--- src/rtl/multi_edge_detect.sv ---
// rtl/multi_edge_detect.sv - per-channel synchronised, glitch-filtered edge detector
// Events feed sticky flags, an interrupt and a saturating event counter.
module multi_edge_detect #(
   parameter int CHANNELS    = 4,
   parameter int SYNC_STAGES = 2,
   parameter int FILTER_LEN  = 3,
   parameter int CNT_WIDTH   = 8
) (
   input  logic                    i_clk,
   input  logic                    rst_n,
   input  logic [CHANNELS-1:0]     level,
   input  logic [2*CHANNELS-1:0]   mode,
   input  logic [CHANNELS-1:0]     clr,
   input  logic                    cnt_clr,
   output logic [CHANNELS-1:0]     filt_level,
   output logic [CHANNELS-1:0]     toggle,
   output logic [CHANNELS-1:0]     sticky,
   output logic [CNT_WIDTH-1:0]    evt_cnt,
   output logic                    irq
);

   localparam int FW = (FILTER_LEN > 1) ? $clog2(FILTER_LEN) : 1;
   localparam int SW = CNT_WIDTH + 1;

   logic [CHANNELS-1:0] sync_q   [SYNC_STAGES];
   logic [FW-1:0]       filt_cnt [CHANNELS];

   logic [FW-1:0]       cnt_n    [CHANNELS];
   logic [CHANNELS-1:0] filt_n;
   logic [CHANNELS-1:0] tog_n;
   logic [CHANNELS-1:0] sticky_n;
   logic [SW-1:0]       sum;
   logic [CNT_WIDTH-1:0] evt_n;
   logic                s_bit;

   always_comb begin
      filt_n = filt_level;
      tog_n  = '0;
      s_bit  = 1'b0;
      for (int i = 0; i < CHANNELS; i++) begin
         s_bit    = sync_q[SYNC_STAGES-1][i];
         cnt_n[i] = '0;
         if (s_bit != filt_level[i]) begin
            if (filt_cnt[i] == FW'(FILTER_LEN - 1)) begin
               filt_n[i] = s_bit;
               // mode is sampled only at the moment the new level is accepted
               case (mode[2*i +: 2])
                  2'b00:   tog_n[i] = s_bit;
                  2'b01:   tog_n[i] = ~s_bit;
                  2'b10:   tog_n[i] = 1'b1;
                  default: tog_n[i] = 1'b0;
               endcase
            end else begin
               cnt_n[i] = filt_cnt[i] + 1'b1;
            end
         end
      end

      sticky_n = (sticky & ~clr) | tog_n;

      sum = cnt_clr ? '0 : {1'b0, evt_cnt};
      for (int i = 0; i < CHANNELS; i++) begin
         sum = sum + SW'(tog_n[i]);
      end
      // CNT_WIDTH >= clog2(CHANNELS+1) keeps the sum below 2^(CNT_WIDTH+1)
      evt_n = sum[SW-1] ? '1 : sum[CNT_WIDTH-1:0];
   end

   always_ff @(posedge i_clk or negedge rst_n) begin
      if (!rst_n) begin
         for (int s = 0; s < SYNC_STAGES; s++) begin
            sync_q[s] <= '0;
         end
         for (int i = 0; i < CHANNELS; i++) begin
            filt_cnt[i] <= '0;
         end
         filt_level <= '0;
         toggle     <= '0;
         sticky     <= '0;
         evt_cnt    <= '0;
         irq        <= 1'b0;
      end else begin
         sync_q[0] <= level;
         for (int s = 1; s < SYNC_STAGES; s++) begin
            sync_q[s] <= sync_q[s-1];
         end
         for (int i = 0; i < CHANNELS; i++) begin
            filt_cnt[i] <= cnt_n[i];
         end
         filt_level <= filt_n;
         toggle     <= tog_n;
         sticky     <= sticky_n;
         evt_cnt    <= evt_n;
         irq        <= |sticky_n;
      end
   end

endmodule

--- config.mk ---
export PLATFORM = sky130hd
export DESIGN_NAME = multi_edge_detect
export DESIGN_NICKNAME = d
export VERILOG_FILES = /design/src/rtl/multi_edge_detect.sv
export SDC_FILE = /design/constraint.sdc
export NUM_CORES = 1
export LEC_CHECK = 0
export CORE_ASPECT_RATIO = 1.75
export CORE_MARGIN = 2
export CORE_UTILIZATION = 50
export DETAILED_ROUTE_END_ITERATION = 12
export DONT_BUFFER_PORTS = 1
export PLACE_DENSITY = 0.68
export SLEW_MARGIN = 20
export SYNTH_ARGS = -nofsm -noshare
export SYNTH_HDL_FRONTEND = slang
export SYNTH_SLANG_ARGS = --single-unit
--- constraint.sdc ---
create_clock -name i_clk -period 4.04 [get_ports i_clk]
set_clock_uncertainty 0.2 [all_clocks]
set_input_delay 1.212 -clock i_clk [delete_from_list [all_inputs] [get_ports i_clk]]
set_output_delay 1.212 -clock i_clk [all_outputs]
set_load 0.01 [all_outputs]
* Word level (Yosys, flattened, before mapping) *
Cells that the tools add are included.

storage, ports and cells
  output and inout bits = 21
  input bits = 19
  flip-flop bits (word level) = 37
  word-level logic and storage cells = 76

cells by class
  reduce and logical (&&, ||, !) cells = 9
  muxes and demuxes = 22
  equal/unequal tests = 16
  bitwise operators = 7
  add/subtract/negate cells = 8

operators with widths
  kind                                                                   count
  9-bit by 1-bit adder with 9-bit output                                 3
  2-bit equality test, second input constant                             8
  2-bit 2-to-1 mux                                                       8
  8-bit 2-to-1 mux                                                       2
  1-bit case mux with 3 select lines                                     4
  8-bit by 1-bit adder with 9-bit output                                 1
  2-bit by 1-bit adder with 2-bit output, second input constant          4
  2-bit by 1-bit equality test with 1-bit output, second input constant  4
  2-bit zero test                                                        4
  1-bit 2-to-1 mux                                                       8
  2-bit AND reduction                                                    4
  4-bit AND                                                              1
  1-bit != test                                                          4
  1-bit NOT                                                              4
  4-bit NOT                                                              1
  4-bit OR                                                               1
  4-bit OR reduction                                                     1

* Logic depth before layout (Yosys ltp) *
Gate-level depths: netlist of run 1.

  depth in word-level cells = 9
  gate-level depth with buffers = 9
  depth with buffers taken out = 9

* Worst setup path before layout of run 1 *
No wires, ideal clock.

  path kind = input to register
  start = input port mode[0]
  end = register evt_cnt[3]
  arrival time = 3409 ps
  path buffers = 0
  required time = 3705 ps
  slack = 297 ps
  library setup time = 135 ps
  cell stages on the path = 9
  cells stage by stage = xnor2_1 > o22ai_1 > and2_1 > fa_1 > fa_1 > fa_1 > nor3b_1 > nand4b_1 > o21ai_0

between the ends
  longest elaborated chain between the ends = 9
  elaborated cells on any way between the ends = 11
  those cells by class = add/sub: 4; eq/ne: 2; mux: 4; reduce/logical: 1

ends and longest elaborated chain
  what                                                   line  source
  from (decl)                                            12    input logic [2*CHANNELS-1:0] mode,
  2-bit equality test (tied with other cells)            47    case (mode[2*i +: 2])
  1-bit case mux with 3 select lines *                   47
  1-bit 2-to-1 mux *                                     44    if (filt_cnt[i] == FW'(FILTER_LEN - 1)) begin
  1-bit 2-to-1 mux *                                     43    if (s_bit != filt_level[i]) begin
  named net tog_n[0]                                     30    logic [CHANNELS-1:0] tog_n;
  8-bit by 1-bit adder with 9-bit output *               63    sum = sum + SW'(tog_n[i]);
  9-bit by 1-bit adder with 9-bit output * (3 in a row)  63
  8-bit 2-to-1 mux *                                     66    evt_n = sum[SW-1] ? '1 : sum[CNT_WIDTH-1:0];
  named net evt_n[3]                                     33    logic [CNT_WIDTH-1:0] evt_n;
  to (signal assigned)                                   93    evt_cnt <= evt_n;
  to (decl)                                              18    output logic [CNT_WIDTH-1:0] evt_cnt,

Mark *: on every way through the listed nets, which the timed path passes. The rest lies on a longest branch.
A chain may end at the register's enable or synchronous reset.

* Final worst setup path of run 1 *
  start = input port mode[0]
  end = register evt_cnt[5]

The elaborated chain is that of the path after synthesis.

==> flow_metrics.env, run 1 <==
export IMPL_status="finished clean"
export IMPL_worst_path_max_delay_cell="sky130_fd_sc_hd__fa_1"
export IMPL_critPathMaxStageDelay_ns=0.51
export IMPL_post_synth_main_area_contributors="sky130_fd_sc_hd__dfrtp_1 (60%), sky130_fd_sc_hd__nand2b_1 (4.5%), sky130_fd_sc_hd__fa_1 (3.9%)"
export IMPL_synth_sequential_area_ratio_pct=60.4
export IMPL_max_slew_margin_pct=76.9
export IMPL_finish_net_count=151
export IMPL_largest_family_of_logic_cells_by_synthesized_area="simple AND/OR/NAND/NOR gates"
export IMPL_rr_worst_depth=9
export IMPL_clk_transition_reported_paths_ns=0.06
export IMPL_synth_edff_count=0
export IMPL_place_congestion=0.750
export IMPL_xor_xnor_share_of_the_synthesized_area_pct=4.00
export IMPL_clk_root_buffer_cell="sky130_fd_sc_hd__clkbuf_8"
export IMPL_synth_seq_cells=37
export IMPL_cts_sinks=37
export IMPL_core_um2=2930
export IMPL_dpl_worst_slack_ns=0.0558
export IMPL_worst_setup_path_start_kind="input port"
export IMPL_grt_total_usage_pct=18.1
export IMPL_yosys_cell_count_top_type="sky130_fd_sc_hd__dfrtp_1"
export IMPL_fmax_mhz=272
export IMPL_routed_via_density=5.91
export IMPL_htree_num_levels=2
export IMPL_vias_in_the_first_global_route=1020
export IMPL_diodes=0
export IMPL_post_route_cells_drive_above_1_share_pct=9.30
export IMPL_max_slew_worst_pin_slew_ns=0.345
export IMPL_postRouteAntennaNets=0
export IMPL_wire_length_per_cell_after_detailed_routing_um=16.9
export IMPL_die_width_um=45.9
export IMPL_die_y_um=77.3
export IMPL_final_setup_viol_count=0
export IMPL_area_growth_synth_to_final_pct=7.42
export IMPL_timing_critical_path_cells="xnor2_1, o22ai_1, and2_1, fa_1, fa_1, fa_1, nor3b_1, nand4b_1, o21ai_0"
export IMPL_critPathMaxFanout=6
export IMPL_setup_ws_ns=0.369
export IMPL_hold_path_class="reg2reg"
export IMPL_power_leakage_uw=0.000766
export IMPL_hold_path_cell_count=0
export IMPL_detail_route_wirelength_um=2650
export IMPL_maxSlewViolCount=0
export IMPL_data_arrival_time_at_the_worst_slack_endpoint_ns=3.62
export IMPL_tritoncts_clock_tree="built"
export IMPL_num_io_pins=40
export IMPL_resize_count_post_cts=0
export IMPL_irDropWorstVdd_uv=318
export IMPL_dr_pass1_iters=4
export IMPL_min_period_over_period_pct=90.9
export IMPL_yosys_area_share_adder_pct=4.73
export IMPL_post_cts_setup_buffers=0
export IMPL_drt_drc_violations_left=0
export IMPL_ys_top_cells_by_count="sky130_fd_sc_hd__dfrtp_1 (37), sky130_fd_sc_hd__nand2b_1 (11), sky130_fd_sc_hd__inv_1 (10), sky130_fd_sc_hd__a211oi_1 (8), sky130_fd_sc_hd__nor2_1 (5)"
export IMPL_global_route_wire_length_before_repair_um=4490
export IMPL_unrepaired_setup_endpoints_after_global_routing="false"
export IMPL_ys_async_sr_fraction_pct=100
export IMPL_max_cap_violations=0
export IMPL_power_density_nw_per_um2=552
export IMPL_synthesis_area_per_instance_um2=12.6
export IMPL_dr_total_vias=928
export IMPL_die_area_um2=3540
export IMPL_numCtsBuffers=5
export IMPL_endpoint_kind="register"
export IMPL_synthesis_area_um2=1530
export IMPL_post_synth_top_area_fraction_pct=60.4
export IMPL_post_route_min_period_ns=3.67
export IMPL_cts_hold_fix_buffers=0
export IMPL_post_synth_top_area_cell="sky130_fd_sc_hd__dfrtp_1"
export IMPL_compound_gate_fraction_of_synth_area_pct=10.4
export IMPL_yosys_area_share_simple_pct=13.5
export IMPL_final_hold_violation_count=0
export IMPL_finalSetupTns_ns=0
export IMPL_ys_warnings_count=0
export IMPL_maximum_number_of_buffers_from_clock_root_to_sink=2
export IMPL_muxShareOfSynthArea_pct=4.24
export IMPL_drt_initial_drc_count=13
export IMPL_worst_hold_slack_ns=0.148
export IMPL_synthesis_instances=122
export IMPL_placement_io_buffers=0
export IMPL_synthFlopType="sky130_fd_sc_hd__dfrtp_1"
export IMPL_worst_endpoint_required_ns=3.99
export IMPL_core_rowCount=26
export IMPL_effective_utilization_at_floorplan_pct=52.4
export IMPL_initial_antenna_violation_count=0
export IMPL_grt_start_max_net_pins=38
export IMPL_criticalPathCategory="in2reg"
export IMPL_post_dp_hpwl_um=2000
export IMPL_worst_skew_pair_late_latency_ns=0.29
export IMPL_syn_nets=145
export IMPL_synth_lib_cells_used_distinct=32
export IMPL_global_route_overflow_total=0
export IMPL_worst_path_most_repeated_cell="sky130_fd_sc_hd__fa_1"
-- per-stage QoR --
step                instance area (µm²)  power, µW  cells  util (%)
global placement                   1570        659    149      53.5
CTS                                1650        917    157      56.3
global route                       1650        972    157      56.3
floorplan                          1530        632    122         -
finish                             1650        909    157      56.3
detailed placement                 1570        672    149      53.5
-- final cells by class --
class	count	area (µm²)
Tap cell	28	35.0
Fill cell	251	1280
Clock inverter	2	10.0
Inverter	10	37.5
Multi-Input combinational cell	74	567
Clock buffer	6	72.6
Sequential cell	37	926
-- kinds of logic after synthesis --
logic type                 count (synthesis)
adders and majority gates                  4
and+or+nand+nor                           35
xor gates and xnor gates                   7
AOI/OAI and AO/OA                         22
buffers and inverters                     11
muxes                                      6
DFF                                       37
-- routing by layer --
layer / track usage (%) / vias up / share of wire, %
met5: 0 / - / 0
met4: 10.3 / 0 / 2.7
met3: 7.53 / 6 / 7.5
met2: 28.2 / 34 / 54
met1: 19.5 / 457 / 35
li1: - / 431 / -
-- registers in the layout, indices dropped and copies added (netlist names) --
signal and flops:
irq 1, sync_q 7, filt_cnt 8, evt_cnt 8
filt_level 4, s_bit 1, sticky 4, toggle 4
-- worst paths after layout --
path / start / end / slack (ns)
setup / recovery: mode[0] / evt_cnt[5] / 0.37
hold / removal: sync_q[7] / s_bit / 0.15
setup reg to reg: filt_level[1] / evt_cnt[5] / 0.75
hold reg to reg: sync_q[7] / s_bit / 0.15
max in group asynchronous: rst_n / filt_cnt[0] / 3.15
min in group asynchronous: rst_n / sync_q[2] / 0.40
-- report_power, final --
group          total, µW  switching, µW  internal, µW
clock                247            127           119
sequential           512           71.7           441
combinational        150           71.5          78.6
total                909            270           639
-- critical path, delay by kind of cell --
| family | cells | cell delay [ns] |
|---|---|---|
| adders and majority gates | 3 | 1.41 |
| and+or+nand+nor | 3 | 0.59 |
| AOI/OAI and AO/OA | 2 | 0.27 |
| xor gates and xnor gates | 1 | 0.14 |
-- cells in the final DEF, fill, tap and decap left out --
cell type / n
sky130_fd_sc_hd__a2111oi_1: 1
sky130_fd_sc_hd__a211oi_1: 8
sky130_fd_sc_hd__a21o_1: 1
sky130_fd_sc_hd__a21oi_1: 1
sky130_fd_sc_hd__a221o_1: 1
sky130_fd_sc_hd__a22o_1: 1
sky130_fd_sc_hd__and2_1: 1
sky130_fd_sc_hd__clkbuf_1: 1
sky130_fd_sc_hd__clkbuf_8: 5
sky130_fd_sc_hd__clkinv_2: 2
sky130_fd_sc_hd__dfrtp_1: 37
sky130_fd_sc_hd__fa_1: 3
sky130_fd_sc_hd__ha_1: 1
sky130_fd_sc_hd__inv_1: 10
sky130_fd_sc_hd__mux2_2: 4
sky130_fd_sc_hd__mux2i_1: 2
sky130_fd_sc_hd__nand2_1: 4
sky130_fd_sc_hd__nand2b_1: 11
sky130_fd_sc_hd__nand3_1: 1
sky130_fd_sc_hd__nand3b_1: 1
sky130_fd_sc_hd__nand4_1: 2
sky130_fd_sc_hd__nand4b_1: 1
sky130_fd_sc_hd__nor2_1: 5
sky130_fd_sc_hd__nor2b_1: 4
sky130_fd_sc_hd__nor3b_1: 2
sky130_fd_sc_hd__o21a_1: 1
sky130_fd_sc_hd__o21ai_0: 3
sky130_fd_sc_hd__o22a_1: 2
sky130_fd_sc_hd__o22ai_1: 3
sky130_fd_sc_hd__or2b_2: 1
sky130_fd_sc_hd__or3b_1: 1
sky130_fd_sc_hd__or4_1: 1
sky130_fd_sc_hd__xnor2_1: 4
sky130_fd_sc_hd__xor2_1: 3
(Power assumes the default switching activity.)
==> inputs of run 2 (changes only) <==
Settings changed: CORE_UTILIZATION 50 to 60, PLACE_DENSITY 0.68 to 0.79.
==> run 2 against run 1 <==
Final cell count is 1.3% lower. First-iteration DRC count is 54% higher. Sequential share of layout area is 0.55 points lower. Core utilization is 11 points higher. Non-clock buffer count stayed put. Wire length is 10% lower. Maximum frequency is 1.4% higher. Cell area is 0.99% higher.
==> flow_metrics.env, run 2 (same netlist as run 1, synthesis figures left out) <==
export IMPL_dr_pass1_iters=2
export IMPL_total_switching_power_uw=257
export IMPL_max_slew_margin_pct=76.0
export IMPL_initial_antenna_violation_count=0
export IMPL_postRouteAntennaNets=0
export IMPL_numCtsBuffers=5
export IMPL_grt_start_max_net_pins=38
export IMPL_grt_use_met3_pct=6.63
export IMPL_effective_utilization_at_floorplan_pct=62.3
export IMPL_resize_count_post_cts=0
export IMPL_die_y_um=70.9
export IMPL_wire_length_per_cell_after_detailed_routing_um=15.3
export IMPL_regToRegStartpoint="filt_level[1]"
export IMPL_drt_drc_violations_left=0
export IMPL_cp_endpoint="evt_cnt[4]"
export IMPL_maxSlewViolCount=0
export IMPL_max_slew_worst_pin_slew_ns=0.358
export IMPL_finalSetupTns_ns=0
export IMPL_placement_io_buffers=0
export IMPL_hold_path_class="reg2reg"
export IMPL_power_share_sequential_pct=54.9
export IMPL_finish_net_count=151
export IMPL_worst_endpoint_required_ns=3.99
export IMPL_unrepaired_setup_endpoints_after_global_routing="false"
export IMPL_post_dp_hpwl_um=1810
export IMPL_place_congestion=0.707
export IMPL_htree_num_levels=2
export IMPL_global_route_overflow_total=0
export IMPL_setup_slack_of_the_most_critical_reg_to_reg_path_ns=0.79
export IMPL_clk_root_buffer_cell="sky130_fd_sc_hd__clkbuf_8"
export IMPL_num_io_pins=40
export IMPL_critPathMaxFanout=6
export IMPL_criticalPathCategory="in2reg"
export IMPL_power_clock_fraction_pct=29.5
export IMPL_grt_total_usage_pct=18.8
export IMPL_worst_skew_pair_late_latency_ns=0.28
export IMPL_area_growth_synth_to_final_pct=8.48
export IMPL_detail_route_wirelength_um=2380
export IMPL_power_density_nw_per_um2=559
export IMPL_endpoint_kind="register"
export IMPL_drt_initial_drc_count=20
export IMPL_tritoncts_clock_tree="built"
export IMPL_core_rowCount=24
export IMPL_layout_top_registers="evt_cnt (8), filt_cnt (8), sync_q (7)"
export IMPL_globalRouteMet2Util_pct=30.1
export IMPL_r2r_end="evt_cnt[4]"
export IMPL_post_route_cells_drive_above_1_share_pct=10.1
export IMPL_post_route_min_period_ns=3.62
export IMPL_globalRoute_busiestLayer="met2"
export IMPL_grt_use_met1_pct=22.3
export IMPL_diodes=0
export IMPL_die_width_um=42.2
export IMPL_layout_cells_most_common_list="sky130_fd_sc_hd__dfrtp_1 (37), sky130_fd_sc_hd__nand2b_1 (11), sky130_fd_sc_hd__inv_1 (10), sky130_fd_sc_hd__a211oi_1 (8), sky130_fd_sc_hd__clkbuf_8 (7)"
export IMPL_layout_commonest_cell="sky130_fd_sc_hd__dfrtp_1"
export IMPL_swShare_pct=27.7
export IMPL_cts_hold_fix_buffers=0
export IMPL_fmax_mhz=276
export IMPL_rr_worst_depth=9
export IMPL_final_setup_viol_count=0
export IMPL_power_leakage_uw=0.000775
export IMPL_die_area_um2=2990
export IMPL_comb_power_share_pct=15.6
export IMPL_global_route_wire_length_before_repair_um=4180
export IMPL_hold_path_start="sync_q[7]"
export IMPL_post_cts_setup_buffers=0
export IMPL_routed_via_density=5.99
export IMPL_vias_in_the_first_global_route=986
export IMPL_critical_path_launch_point="mode[0]"
export IMPL_maximum_number_of_buffers_from_clock_root_to_sink=2
export IMPL_core_um2=2460
export IMPL_max_cap_violations=0
export IMPL_num_fill_cells=182
export IMPL_worst_setup_path_start_kind="input port"
export IMPL_min_period_over_period_pct=89.6
export IMPL_status="finished clean"
export IMPL_dr_total_vias=928
export IMPL_fin_util_pct=67.6
export IMPL_irDropWorstVdd_uv=330
export IMPL_cts_sinks=37
export IMPL_final_hold_violation_count=0
export IMPL_clk_transition_reported_paths_ns=0.07
export IMPL_data_arrival_time_at_the_worst_slack_endpoint_ns=3.57
export IMPL_internal_power_uw=673
[run 2: changes by cell type in the layout (fill, tap and decap cells not counted), sizes merged]
cell	previous run	this run
clkbuf	6	7
clkinv	2	1
[run 2: power by group through the flow]
stage | combinational [µW] | clock (µW) | sequential, µW
floorplan | 128 | 0 | 504
finish | 146 | 274 | 511
global placement | 144 | 0 | 515
CTS | 149 | 282 | 512
detailed placement | 148 | 0 | 520
global route | 168 | 300 | 521
[run 2: layout make-up]
class	instances	area [µm²]	area share [%]
Sequential cell	37	926	55.6
Multi-Input combinational cell	74	567	34.1
Clock buffer	7	96.3	5.79
Inverter	10	37.5	2.26
Tap cell	26	32.5	1.95
Clock inverter	1	5.00	0.301
[run 2: worst max-delay path: stages]
cell and delay, ns:
sky130_fd_sc_hd__xnor2_1 0.13, sky130_fd_sc_hd__o22ai_1 0.12, sky130_fd_sc_hd__and2_1 0.20, sky130_fd_sc_hd__fa_1 0.51, sky130_fd_sc_hd__fa_1 0.45, sky130_fd_sc_hd__fa_1 0.43, sky130_fd_sc_hd__nor3b_1 0.19, sky130_fd_sc_hd__nand4b_1 0.21
sky130_fd_sc_hd__o21ai_0 0.12
[run 2: how the worst min path moves through the flow]
stage          slack [ns]  cells after the start        end
2_1_floorplan        0.13                      0      s_bit
3_3_place_gp         0.13                      0  sync_q[2]
3_5_place_dp         0.13                      0      s_bit
4_1_cts              0.15                      0      s_bit
5_1_grt              0.16                      0      s_bit
6_report             0.15                      0      s_bit
[run 2: routing by layer]
| layer | wire [µm] | part of all wire [%] | vias up |
|---|---|---|---|
| li1 | - | - | 438 |
| met1 | 923 | 39 | 450 |
| met2 | 1220 | 51 | 34 |
| met3 | 180 | 7.6 | 6 |
| met4 | 59 | 2.5 | 0 |
| met5 | 0 | 0 | - |
[run 2: stage by stage]
stage                     hold slack [ns]  cells  worst slack [ns]  cell area (µm²)  power [µW]
final                               0.149    155             0.420             1660         930
after CTS                           0.151    155             0.391             1660         943
after global placement              0.133    147             0.203             1560         659
after global routing                0.164    155             0.248             1660         989
after floorplan                     0.131    122             0.297             1530         632
after detailed placement            0.135    147            0.0594             1560         668
==> inputs of run 3 (changes only) <==
Settings changed: PLACE_DENSITY 0.79 to 0.76.
==> run 3 against run 2 <==
Core utilization fell by 0.61 points. Sequential power barely moved. Global-route usage rose by 0.64 points. Clock power fell by 8.4%. Die area did not move. Count of clock-buffer cells in the layout did not move. Maximum frequency fell by 1.1%. Final cell count fell by 0.65%. Total power fell by 2.4%. Critical path depth did not move. First-iteration DRC count fell by 60%.
==> flow_metrics.env, run 3 (same netlist as run 1, synthesis figures left out) <==
export IMPL_status="finished clean"
export IMPL_final_hold_violation_count=0
export IMPL_post_route_cells_drive_above_1_share_pct=8.59
export IMPL_wire_length_per_cell_after_detailed_routing_um=16.1
export IMPL_power_density_nw_per_um2=551
export IMPL_dr_total_vias=907
export IMPL_min_period_over_period_pct=90.6
export IMPL_layout_commonest_cell="sky130_fd_sc_hd__dfrtp_1"
export IMPL_data_arrival_time_at_the_worst_slack_endpoint_ns=3.60
export IMPL_num_io_pins=40
export IMPL_detail_route_wirelength_um=2490
export IMPL_hold_path_class="reg2reg"
export IMPL_worstPathBufferInverterCount=0
export IMPL_power_leakage_uw=0.000765
export IMPL_routed_via_density=5.89
export IMPL_die_area_um2=2990
export IMPL_global_route_wire_length_before_repair_um=4320
export IMPL_layout_cells_most_common_list="sky130_fd_sc_hd__dfrtp_1 (37), sky130_fd_sc_hd__nand2b_1 (11), sky130_fd_sc_hd__inv_1 (10), sky130_fd_sc_hd__a211oi_1 (8), sky130_fd_sc_hd__clkbuf_8 (6)"
export IMPL_critPathMaxStageDelay_ns=0.48
export IMPL_cts_sinks=37
export IMPL_setup_ws_ns=0.379
export IMPL_resize_count_post_cts=0
export IMPL_irDropWorstVdd_uv=294
export IMPL_drt_initial_drc_count=8
export IMPL_dpl_worst_slack_ns=0.0837
export IMPL_cp_top_family="adder cells"
export IMPL_grt_start_max_net_pins=38
export IMPL_endpoint_kind="register"
export IMPL_max_cap_violations=0
export IMPL_worst_setup_path_start_kind="input port"
export IMPL_diodes=0
export IMPL_num_fill_cells=186
export IMPL_criticalPathCategory="in2reg"
export IMPL_post_route_min_period_ns=3.66
export IMPL_place_congestion=0.695
export IMPL_post_dp_hpwl_um=1890
export IMPL_tritoncts_clock_tree="built"
export IMPL_cts_hold_fix_buffers=0
export IMPL_die_y_um=70.9
export IMPL_final_setup_viol_count=0
export IMPL_initial_antenna_violation_count=0
export IMPL_max_slew_worst_pin_slew_ns=0.325
export IMPL_finish_net_count=151
export IMPL_worst_path_max_delay_cell="sky130_fd_sc_hd__fa_1"
export IMPL_postRouteAntennaNets=0
export IMPL_clk_root_buffer_cell="sky130_fd_sc_hd__clkbuf_8"
export IMPL_critPathMaxFanout=6
export IMPL_timing_critical_path_cells="xnor2_1, o22a_1, nor2_1, fa_1, fa_1, fa_1, nor3b_1, nand4b_1, o21ai_0"
export IMPL_worst_skew_pair_late_latency_ns=0.28
export IMPL_max_slew_margin_pct=78.3
export IMPL_area_growth_synth_to_final_pct=7.50
export IMPL_fmax_mhz=273
export IMPL_vias_in_the_first_global_route=989
export IMPL_numCtsBuffers=5
export IMPL_layout_top_registers="evt_cnt (8), filt_cnt (8), sync_q (7)"
export IMPL_dr_pass1_iters=4
export IMPL_finalSetupTns_ns=0
export IMPL_clk_transition_reported_paths_ns=0.06
export IMPL_worst_path_most_repeated_cell="sky130_fd_sc_hd__fa_1"
export IMPL_post_cts_setup_buffers=0
export IMPL_drt_drc_violations_left=0
export IMPL_core_rowCount=24
export IMPL_core_um2=2460
export IMPL_maxSlewViolCount=0
export IMPL_grt_total_usage_pct=19.5
export IMPL_unrepaired_setup_endpoints_after_global_routing="false"
export IMPL_maximum_number_of_buffers_from_clock_root_to_sink=2
export IMPL_worst_endpoint_required_ns=3.98
export IMPL_htree_num_levels=2
export IMPL_placement_io_buffers=0
export IMPL_effective_utilization_at_floorplan_pct=62.3
export IMPL_global_route_overflow_total=0
export IMPL_die_width_um=42.2
[run 3: changes by cell type in the layout (fill, tap and decap cells not counted)]
cell / before / now
sky130_fd_sc_hd__clkinv_2: 1 / 0
sky130_fd_sc_hd__clkbuf_8: 7 / 6
sky130_fd_sc_hd__clkbuf_1: 0 / 1
[run 3: routing by layer]
layer / wire length, µm / global-route usage, %
met1: 900 / 21.5
met2: 1350 / 33.0
met3: 190 / 8.16
met4: 46 / 7.29
met5: 0 / 0
[run 3: through the flow]
step	std cells	utilization [%]	area (µm²)	hold slack [ns]	total power (µW)
3_3_place_gp	147	63.5	1560	0.134	658
4_1_cts	154	67.0	1650	0.156	919
6_report	154	67.0	1650	0.154	908
5_1_grt	154	67.0	1650	0.169	964
3_5_place_dp	147	63.5	1560	0.141	668
2_1_floorplan	122	-	1530	0.131	632
[run 3: cell type report]
cell class | count | area (µm²) | share of cell area [%]
Clock buffer | 7 | 86.3 | 5.24
Inverter | 10 | 37.5 | 2.28
Multi-Input combinational cell | 74 | 567 | 34.4
Sequential cell | 37 | 926 | 56.1
Tap cell | 26 | 32.5 | 1.97
[run 3: where the power goes]
group	leakage [µW]	switching, µW	internal (µW)
clock	0.0000443	115	135
sequential	0.000481	70.4	441
combinational	0.000239	68.8	77.7
total	0.000765	255	654
[run 3: worst paths after layout]
check | start | endpoint | slack (ns) | depth (start not counted)
max | mode[3] | evt_cnt[3] | 0.38 | 9
min | sync_q[4] | sync_q[0] | 0.15 | 0
max reg2reg | filt_level[1] | evt_cnt[3] | 0.72 | 9
min reg2reg | sync_q[4] | sync_q[0] | 0.15 | 0
max in group asynchronous | rst_n | evt_cnt[3] | 3.14 | 0
min in group asynchronous | rst_n | toggle[2] | 0.42 | 0
